===== src/rtl/frodo_mac_if.sv =====
// Operand/result handshake bundle for the Frodo MAC array.
// The master side feeds beats and accepts results; the slave side is the array.
interface frodo_mac_if #(
  parameter int LANES = 4,
  parameter int W     = 16
);
  logic               in_valid;
  logic               in_ready;
  logic               in_mode;
  logic               in_first;
  logic               in_last;
  logic [LANES*W-1:0] in_a;
  logic [LANES*W-1:0] in_b;
  logic [LANES*W-1:0] in_c;
  logic               out_valid;
  logic               out_ready;
  logic [LANES*W-1:0] out_d;
  logic               err;

  modport master (
    output in_valid, in_mode, in_first, in_last, in_a, in_b, in_c, out_ready,
    input  in_ready, out_valid, out_d, err
  );

  modport slave (
    input  in_valid, in_mode, in_first, in_last, in_a, in_b, in_c, out_ready,
    output in_ready, out_valid, out_d, err
  );
endinterface


===== src/rtl/frodo_mac_array.sv =====
// Two-stage multi-lane (a*b + c) mod 2^LOGQ unit with an optional burst
// accumulate mode for dot products; stage 1 multiplies, stage 2 adds/accumulates.
module frodo_mac_array #(
  parameter int LANES = 4,
  parameter int W     = 16,
  parameter int LOGQ  = 16
) (
  input  logic       clk,
  input  logic       reset,
  input  logic       en,
  frodo_mac_if.slave bus
);
  localparam int DW = LANES * W;
  localparam logic [W-1:0] MASK = {W{1'b1}} >> (W - LOGQ);

  logic          adv;

  logic          s1_valid_q, s1_valid_d;
  logic          s1_mode_q, s1_mode_d;
  logic          s1_first_q, s1_first_d;
  logic          s1_last_q, s1_last_d;
  logic [DW-1:0] s1_p_q, s1_p_d;
  logic [DW-1:0] s1_c_q, s1_c_d;

  logic [DW-1:0] acc_q, acc_d;
  logic          burst_open_q, burst_open_d;
  logic          out_valid_q, out_valid_d;
  logic [DW-1:0] out_d_q, out_d_d;
  logic          err_q, err_d;

  assign adv           = en && (!out_valid_q || bus.out_ready);
  assign bus.in_ready  = adv;
  assign bus.out_valid = out_valid_q;
  assign bus.out_d     = out_d_q;
  assign bus.err       = err_q;

  // A W-bit product keeps exactly the low W bits of the full 2W product,
  // so masking it afterwards gives the truncated product mod 2^LOGQ.
  always_comb begin
    s1_valid_d = s1_valid_q;
    s1_mode_d  = s1_mode_q;
    s1_first_d = s1_first_q;
    s1_last_d  = s1_last_q;
    s1_p_d     = s1_p_q;
    s1_c_d     = s1_c_q;
    if (adv) begin
      s1_valid_d = bus.in_valid;
      if (bus.in_valid) begin
        s1_mode_d  = bus.in_mode;
        s1_first_d = bus.in_first;
        s1_last_d  = bus.in_last;
        s1_c_d     = bus.in_c;
        for (int i = 0; i < LANES; i++) begin
          s1_p_d[i*W +: W] = (bus.in_a[i*W +: W] * bus.in_b[i*W +: W]) & MASK;
        end
      end
    end
  end

  always_comb begin
    acc_d        = acc_q;
    burst_open_d = burst_open_q;
    out_valid_d  = out_valid_q;
    out_d_d      = out_d_q;
    err_d        = err_q;
    if (adv) begin
      out_valid_d = 1'b0;
      if (s1_valid_q) begin
        if (!s1_mode_q) begin
          for (int i = 0; i < LANES; i++) begin
            out_d_d[i*W +: W] = (s1_p_q[i*W +: W] + s1_c_q[i*W +: W]) & MASK;
          end
          out_valid_d = 1'b1;
        end else begin
          // Both protocol errors collapse to first == burst_open.
          if (s1_first_q == burst_open_q) begin
            err_d = 1'b1;
          end
          for (int i = 0; i < LANES; i++) begin
            acc_d[i*W +: W] = ((s1_first_q ? s1_c_q[i*W +: W] : acc_q[i*W +: W])
                               + s1_p_q[i*W +: W]) & MASK;
          end
          if (s1_first_q) begin
            burst_open_d = 1'b1;
          end
          if (s1_last_q) begin
            burst_open_d = 1'b0;
            out_d_d      = acc_d;
            out_valid_d  = 1'b1;
          end
        end
      end
    end
  end

  always_ff @(posedge clk) begin
    if (reset) begin
      s1_valid_q   <= 1'b0;
      s1_mode_q    <= 1'b0;
      s1_first_q   <= 1'b0;
      s1_last_q    <= 1'b0;
      s1_p_q       <= '0;
      s1_c_q       <= '0;
      acc_q        <= '0;
      burst_open_q <= 1'b0;
      out_valid_q  <= 1'b0;
      out_d_q      <= '0;
      err_q        <= 1'b0;
    end else begin
      s1_valid_q   <= s1_valid_d;
      s1_mode_q    <= s1_mode_d;
      s1_first_q   <= s1_first_d;
      s1_last_q    <= s1_last_d;
      s1_p_q       <= s1_p_d;
      s1_c_q       <= s1_c_d;
      acc_q        <= acc_d;
      burst_open_q <= burst_open_d;
      out_valid_q  <= out_valid_d;
      out_d_q      <= out_d_d;
      err_q        <= err_d;
    end
  end
endmodule


===== src/flat_wrapper.sv =====
// flat-port wrapper written by rule: the top's interface ports become plain ports
module frodo_mac_array_flat 
#(
  parameter int LANES = 4,
  parameter int W     = 16,
  parameter int LOGQ  = 16
)
  (clk, reset, en, bus_in_valid, bus_in_mode, bus_in_first, bus_in_last, bus_in_a, bus_in_b, bus_in_c, bus_out_ready, bus_in_ready, bus_out_valid, bus_out_d, bus_err);
  frodo_mac_if #(.LANES(LANES), .W(W)) bus_i ();
  input  logic clk;
  input  logic reset;
  input  logic en;
  input wire logic [$bits(bus_i.in_valid)-1:0] bus_in_valid;
  input wire logic [$bits(bus_i.in_mode)-1:0] bus_in_mode;
  input wire logic [$bits(bus_i.in_first)-1:0] bus_in_first;
  input wire logic [$bits(bus_i.in_last)-1:0] bus_in_last;
  input wire logic [$bits(bus_i.in_a)-1:0] bus_in_a;
  input wire logic [$bits(bus_i.in_b)-1:0] bus_in_b;
  input wire logic [$bits(bus_i.in_c)-1:0] bus_in_c;
  input wire logic [$bits(bus_i.out_ready)-1:0] bus_out_ready;
  output wire logic [$bits(bus_i.in_ready)-1:0] bus_in_ready;
  output wire logic [$bits(bus_i.out_valid)-1:0] bus_out_valid;
  output wire logic [$bits(bus_i.out_d)-1:0] bus_out_d;
  output wire logic [$bits(bus_i.err)-1:0] bus_err;
  assign bus_i.in_valid = bus_in_valid;
  assign bus_i.in_mode = bus_in_mode;
  assign bus_i.in_first = bus_in_first;
  assign bus_i.in_last = bus_in_last;
  assign bus_i.in_a = bus_in_a;
  assign bus_i.in_b = bus_in_b;
  assign bus_i.in_c = bus_in_c;
  assign bus_i.out_ready = bus_out_ready;
  assign bus_in_ready = bus_i.in_ready;
  assign bus_out_valid = bus_i.out_valid;
  assign bus_out_d = bus_i.out_d;
  assign bus_err = bus_i.err;
  frodo_mac_array #(.LANES(LANES), .W(W), .LOGQ(LOGQ)) u_core (.clk(clk), .reset(reset), .en(en), .bus(bus_i));
endmodule

===== config.mk =====
export PLATFORM = sky130hd
export DESIGN_NAME = frodo_mac_array_flat
export DESIGN_NICKNAME = d
export VERILOG_FILES = /design/src/rtl/frodo_mac_if.sv /design/src/rtl/frodo_mac_array.sv /design/src/flat_wrapper.sv
export SDC_FILE = /design/constraint.sdc
export NUM_CORES = 2
export LEC_CHECK = 0
export CORE_ASPECT_RATIO = 0.75
export CORE_UTILIZATION = 62
export CTS_BUF_LIST = sky130_fd_sc_hd__clkbuf_4
export CTS_CLUSTER_SIZE = 14
export DETAILED_ROUTE_END_ITERATION = 8
export PLACE_DENSITY = 0.81
export SETUP_SLACK_MARGIN = 0.2
export SYNTH_ARGS = -nofsm -noshare
export SYNTH_HDL_FRONTEND = slang
export SYNTH_SLANG_ARGS = --single-unit

===== constraint.sdc =====
create_clock -name clk -period 7.4 [get_ports clk]
set_input_delay 1.11 -clock clk [delete_from_list [all_inputs] [get_ports clk]]
set_output_delay 1.11 -clock clk [all_outputs]
set_load 0.02 [all_outputs]

Yosys cells after proc, flatten, opt, wreduce, memory -nomap -nowiden. Index checks and enable logic that the tools add are counted.

Add/sub/neg operators: 8. Multipliers: 4. Eq/ne operators: 2. Muxes and demuxes: 11. Reduce and logical (&&, ||, !) cells: 9.

Operators by type and width (count): adder 16 bit (8); 2-to-1 mux 64 bit (2); multiplier 16 x 16 -> 16 bit (4); 2-to-1 mux 16 bit (4); AND reduction 4 bit (2); AND reduction 3 bit (2); 2-to-1 mux 1 bit (5); != test 2 bit, second input constant (1); AND reduction 2 bit (1); nonzero test 2 bit (1); equality test 1 bit (1); logical AND 1 bit (1); zero test 1 bit (1); logical OR 1 bit (1).

Flip-flop bits (word level): 263. Input bits: 200.

Longest topological paths before layout.
Depth in word-level cells: 4. Depth in mapped cells: 22. Mapped depth without buffers: 21.

Worst setup path before layout. Ideal clock, no wire load.

Path kind: input to register. From: in bus_in_b[33]. To: reg u_core.s1_p_q[46]. Arrival time: 5917 ps. Setup slack: 1412 ps. Stages on the path: 19. Buffers on the path: 1. Cell sequence: clkbuf_1 > nand2_1 > fa_1 > fa_1 > fa_1 > fa_1 > inv_1 > fa_1 > inv_1 > fa_1 > inv_1 > ha_1 > and2_1 > a31oi_1 > o31ai_1 > o41ai_1 > xnor2_1 > nand2_1 > a21oi_1.

Cells in the longest elaborated chain, start to end: 1.

Ends and longest elaborated chain: from (decl) (line flat_wrapper.sv:18) `input wire logic [$bits(bus_i.in_b)-1:0] bus_in_b;`; multiplier 16 x 16 -> 16 bit (line frodo_mac_array.sv:54) `s1_p_d[i*W +: W] = (bus.in_a[i*W +: W] * bus.in_b[i*W +: W]) & MASK;`; to (signal assigned) (line frodo_mac_array.sv:114) `s1_p_q <= s1_p_d;`; to (decl) (line frodo_mac_array.sv:22) `logic [DW-1:0] s1_p_q, s1_p_d;`.

Every way passes these cells. A chain may end at the register's enable or synchronous reset.

Worst setup path after layout. Ends and elaborated chain as after synthesis.

==> flow_metrics.py <==
metrics = {
    "run_status": {
        "outcome": "finished, final reports clean",
    },
    "hold_path": {
        "min_path_type": "reg2reg",
    },
    "clock_tree": {
        "clockBufferDepth": 3,
        "htree_levels": 3,
        "numCtsBuffers": 70,
        "path_clk_slew_ns": 0.07,
        "root_buffer": "clkbuf_4",
        "clkSinkCount": 263,
        "post_cts_resize_count": 0,
        "post_cts_buffers": 0,
        "clk_latency_ns": 0.72,
        "cts_hold_buf": 0,
        "cts_tree": "built",
    },
    "die": {
        "num_rows": 70,
        "die-area_mm2": 0.05094,
        "die_height_um": 195.7,
        "dieWidth_um": 260.3,
        "core_area_mm2": 0.04905,
        "ioPinCount": 267,
        "start_util_pct": 63.25,
    },
    "logic_synthesis": {
        "synthArstFlopShare_pct": 0,
        "syn_inst": 3790,
        "seq_area_frac_synth_pct": 16.97,
        "synth_flop_cell": "dfxtp_1",
        "synth_edf_count": 0,
        "yosysUniqueCellTypes": 67,
        "syn_area_mm2": 0.03102,
        "synth_nets": 4634,
        "synth_warnings": 0,
        "synth.avg_cell_area_um2": 8.185,
        "synth_seq_cells": 263,
    },
    "layout": {
        "syn2layout_area_growth_pct": 12.31,
        "layout-drive-gt1-share_pct": 5.288,
        "final.fill_count": 3961,
        "finalNetCount": 4834,
        "layout_common_cells": "671 x nand2_1, 496 x inv_1, 328 x fa_1",
        "layout_commonest_cell": "nand2_1",
    },
    "timing": {
        "fin_skew_ns": 0.04809,
        "slew_headroom_pct": 28.27,
        "rsz0062_at_grt": "no",
        "finalMaxSlewViolations": 0,
        "period_minus_slack_ns": 6.100,
        "tightest_slew_ns": 1.075,
        "final-setup-viol-count": 0,
        "timing.final.crit_share_pct": 82.43,
        "fmax_mhz": 163.9,
        "tns_ns": 0,
        "fin_hold_ws_ns": 0.4525,
        "hold_viol": 0,
    },
    "setup_path": {
        "start_kind": "input port",
        "cp.required_ns": 8.01,
        "cp_max_fo": 15,
        "crit_arrival_ns": 6.71,
        "cp-end-kind": "flop",
        "worstSetupPathType": "in2reg",
    },
    "global_route": {
        "gr-total-overflow": 0,
        "grt_max_degree": 105,
        "grt_pass1_vias": 26041,
        "grt_use_total_pct": 33.58,
        "antenna_found_initial": 5,
        "grt_pass1_wl_um": 136500,
    },
    "routing": {
        "drt-pass1-iter-count": 7,
        "post_drt_wl_per_cell_um": 17.86,
        "routed_wl_um": 83540,
        "dr_total_vias": 26320,
        "drtIter0Drc": 2152,
        "route.detailed.drc": 0,
        "via_per_inst": 5.628,
        "ant_nets": 0,
    },
    "power_and_ir_drop": {
        "ir_worst_vdd_uv": 309.9,
        "power.density_mw_per_mm2": 284.2,
        "leakagePower_nw": 15.88,
    },
    "placement": {
        "port_buffers": 266,
        "gp_congestion": 0.9701,
        "hpwl_um": 64940,
    },
    "run": {
        "maxCapViolCount": 0,
    },
}
## metal layers
metal  routed length, µm  global-route usage (%)  part of all wire [%]
met1               39330                   50.60                    47
met5                  49                       0                 0.059
met2               35020                   49.99                    42
met4                1577                   7.018                   1.9
met3                7567                   6.240                   9.1
## worst max-delay path, stage by stage
cell and delay, ns:
clkdlybuf4s50_1 0.75, nand2_1 0.15, fa_1 0.53, fa_1 0.57, fa_1 0.45, fa_1 0.54, inv_1 0.05, fa_1 0.48
inv_1 0.05, fa_1 0.47, inv_1 0.04, ha_1 0.34, and2_1 0.20, a31oi_1 0.14, o31ai_1 0.12, o41ai_1 0.32
xnor2_1 0.16, nand2_1 0.07, a21oi_1 0.16
## logic make-up after synthesis
logic type / synth area share, %
compound gates: 11.90
xor+xnor: 7.171
fa+ha+maj: 33.91
buf+inv: 7.974
flops: 16.97
mux: 2.779
simple gates: 19.29
## state kept, by name, indices dropped and copies added, names as in the netlist
register,flops
u_core.s1_last_q,1
u_core.s1_valid_q,1
u_core.s1_mode_q,1
u_core.bus.err,1
u_core.s1_first_q,1
u_core.bus.out_d,64
u_core.s1_c_q,64
u_core.acc_q,64
u_core.bus.out_valid,1
u_core.burst_open_q,1
u_core.s1_p_q,64
## power breakdown
part	switching, mW	internal [mW]
logic	3.80	3.24
clock network	0.607	0.579
registers	0.149	1.52
## cell type report
cell class                      count  area, µm²  share of cell area [%]
Clock inverter                     17      68.82                  0.1975
Timing Repair Buffer              287       2824                   8.105
Inverter                          496       1862                   5.343
Multi-Input combinational cell   2872      23310                   66.89
Tap cell                          648      810.8                   2.327
Sequential cell                   263       5270                   15.13
Antenna cell                        1      2.502                0.007182
Clock buffer                       93      698.2                   2.004
## path summary, 6_finish.rpt
check	startpoint	to	slack (ns)	cells after the start
worst max-delay path	bus_in_b[33]	u_core.s1_p_q[46]	1.30	19
worst min register to register	u_core.bus.out_d[11]	u_core.bus.out_d[11]	0.45	2
worst max register to register	u_core.s1_first_q	u_core.bus.out_d[60]	3.11	14
worst min-delay path	u_core.bus.out_d[11]	u_core.bus.out_d[11]	0.45	2
## cell usage after synthesis, drive strengths merged, types with 9 or more instances
cell type	n	area (µm²)
a21o	26	195.2
xnor2	193	1690
xor2	61	534.3
o41ai	10	143.9
o21a	27	202.7
a21oi	283	1424
o211ai	16	130.1
nand3	34	170.2
mux2i	22	220.2
nand2	672	2522
clkbuf	152	570.6
and2	284	1777
dfxtp	263	5265
nor2	165	619.3
a211oi	59	452.9
fa	328	6566
o21ai	77	385.4
a31oi	14	87.58
nor2b	23	143.9
mux2	57	641.9
and3	9	56.30
or3	14	87.58
ha	316	3954
nand2b	14	87.58
inv	496	1862
nor3	63	315.3
o21bai	19	142.6
nand3b	9	67.56
## metrics by stage
step,setup WS (ns),std cells,util (%),total power [mW],cell area (µm²)
3_3_place_gp,0.6982,4566,69.47,8.482,34070
5_1_grt,0.9218,4677,71.04,10.96,34840
4_1_cts,1.336,4676,71.03,9.889,34840
3_5_place_dp,0.6009,4566,69.47,8.673,34070
6_report,1.300,4677,71.04,9.901,34840
2_1_floorplan,1.412,3790,-,7.082,31020
No activity file was read; power rests on OpenSTA's default activity.
==> RTL change (config.mk and constraints unchanged) <==
`W` is set to 16 in 3 places; all go to 32.
--- a/src/rtl/frodo_mac_if.sv
+++ b/src/rtl/frodo_mac_if.sv
@@ -3,5 +3,5 @@
 interface frodo_mac_if #(
   parameter int LANES = 4,
-  parameter int W     = 16
+  parameter int W     = 32
 );
   logic               in_valid;
--- a/src/rtl/frodo_mac_array.sv
+++ b/src/rtl/frodo_mac_array.sv
@@ -3,5 +3,5 @@
 module frodo_mac_array #(
   parameter int LANES = 4,
-  parameter int W     = 16,
+  parameter int W     = 32,
   parameter int LOGQ  = 16
 ) (
--- a/src/flat_wrapper.sv
+++ b/src/flat_wrapper.sv
@@ -3,5 +3,5 @@
 #(
   parameter int LANES = 4,
-  parameter int W     = 16,
+  parameter int W     = 32,
   parameter int LOGQ  = 16
 )
Ports: changed (resized bus_in_a, bus_in_b, bus_in_c and bus_out_d); port bits go from 267 to 523. No check against the original RTL was run, so the function may have changed too.
==> RTL change against the unedited design <==
  * Synthesized area increased by 2.3%
  * Cell area increased by 1.9%
  * Sequential share of layout area decreased by 0.27 points
  * Maximum frequency decreased by 1.8%
  * Wire length decreased by 1.8%
  * Sequential cell count unchanged
  * Synthesized cell count increased by 2.8%
  * Worst setup slack got worse by 0.11 ns
  * Total power increased by 1.4%
  * Non-clock buffer count unchanged
  * Register-to-register slack got worse by 0.05 ns
  * Highest routed layer unchanged
==> RTL change: results (changes against the unedited design) <==
Relative slew margins = 25.5% (was 28.3%)
Metal3 WL = 7.85 mm (was 7.57 mm)
Synth top cells by count = nand2_1 (679), inv_1 (488), fa_1 (328) (was nand2_1 (672), inv_1 (496), fa_1 (328))
Count of cell types in the netlist = 72 (was 67)
Routed vias/inst = 5.57 (was 5.63)
Post-DR wirelength/cell = 17.1 µm (was 17.9 µm)
Status = completed (unchanged)
Syn avg cell area = 8.14 µm² (was 8.19 µm²)
Worst vdd ir = 331 µV (was 310 µV)
Number of global-route vias before repair = 26000 (about the same)
Post-DP HPWL = 62.2 mm (was 64.9 mm)
Reg-to-reg slack, setup = 3.06 ns (was 3.11 ns)
Crit path capture = u_core.s1_p_q[78] (was u_core.s1_p_q[46])
Post-layout net count = 5129 (was 4834)
Pre-CTS WS = 0.423 ns (was 0.601 ns)
Critical path origin = bus_in_b[65] (was bus_in_b[33])
Initial drt markers = 2038 (was 2152)
Largest net degree at the start of global routing = 129 (was 105)
Clk Latency, worst-skew pair = 0.76 ns (was 0.72 ns)
Pre-Repair DR Iteration Count = 5 (was 7)
Post-synthesis share of cell area spent on xor and xnor gates = 7.10% (was 7.17%)
Worst R2R Path Depth = 13 (was 14)
Hold_sp = u_core.s1_last_q (was u_core.bus.out_d[11])
Num CTS Buffers = 66 (was 70)
Met2 routed WL = 34.7 mm (was 35.0 mm)
GRT Util Overall = 31.8% (was 33.6%)
Seq. cell area = 5270 µm² (about the same)
Adder-cell share of the synthesized area = 33.1% (was 33.9%)
Fraction of layout cells with a size suffix above 1 = 4.97% (was 5.29%)
DP Area = 34600 µm² (was 34100 µm²)
Placed instance count = 4682 (was 4566)
Worst r2r dst = u_core.acc_q[110] (was u_core.bus.out_d[60])
[RTL change: critical path, stage by stage]
cell             delay [ns]
clkdlybuf4s50_1        0.88
nand2_1                0.18
fa_1                   0.54
fa_1                   0.57
fa_1                   0.45
fa_1                   0.55
inv_1                  0.05
fa_1                   0.47
inv_1                  0.05
fa_1                   0.47
inv_1                  0.05
ha_1                   0.34
and3_1                 0.19
a21oi_1                0.15
nor4b_1                0.36
nor3_1                 0.11
a311o_1                0.32
[RTL change: layout make-up]
class / count / area share, %
antenna: 2 / 0.0141
clock buffer: 90 / 1.90
clock inverter: 29 / 0.635
inverter: 489 / 5.17
multi-input combinational: 2986 / 67.1
sequential: 263 / 14.9
tap: 657 / 2.32
timing repair buffer: 287 / 7.96
[RTL change: power breakdown]
group | internal (mW) | total (mW) | switching (mW) | leakage, nW
combinational | 3.20 | 7.04 | 3.84 | 13.7
clock | 0.711 | 1.37 | 0.659 | 0.528
sequential | 1.52 | 1.63 | 0.106 | 2.14
[RTL change: routing by layer]
layer	vias to the layer above	global-route usage, %
met1	12700	46.1
met3	121	8.46
met2	1043	47.4
met5	-	0
li1	12900	-
met4	2	6.67
[RTL change: worst min-delay path by stage]
stage                         to  slack, ns  cells after the start
5_1_grt        u_core.acc_q[107]       0.47                      2
3_5_place_dp    u_core.s1_last_q       0.44                      2
2_1_floorplan   u_core.s1_last_q       0.43                      2
4_1_cts         u_core.s1_last_q       0.45                      2
6_report        u_core.s1_last_q       0.45                      2
3_3_place_gp    u_core.acc_q[34]       0.44                      2
[RTL change: logic make-up (layout without fill, tap and decap cells)]
group           Yosys count  count (layout)
xor+xnor                251             251
buf+inv                 712             895
other cells               1              66
flops                   263             263
simple gates           1348            1348
compound gates          600             600
mux                      79              79
fa+ha+maj               644             644
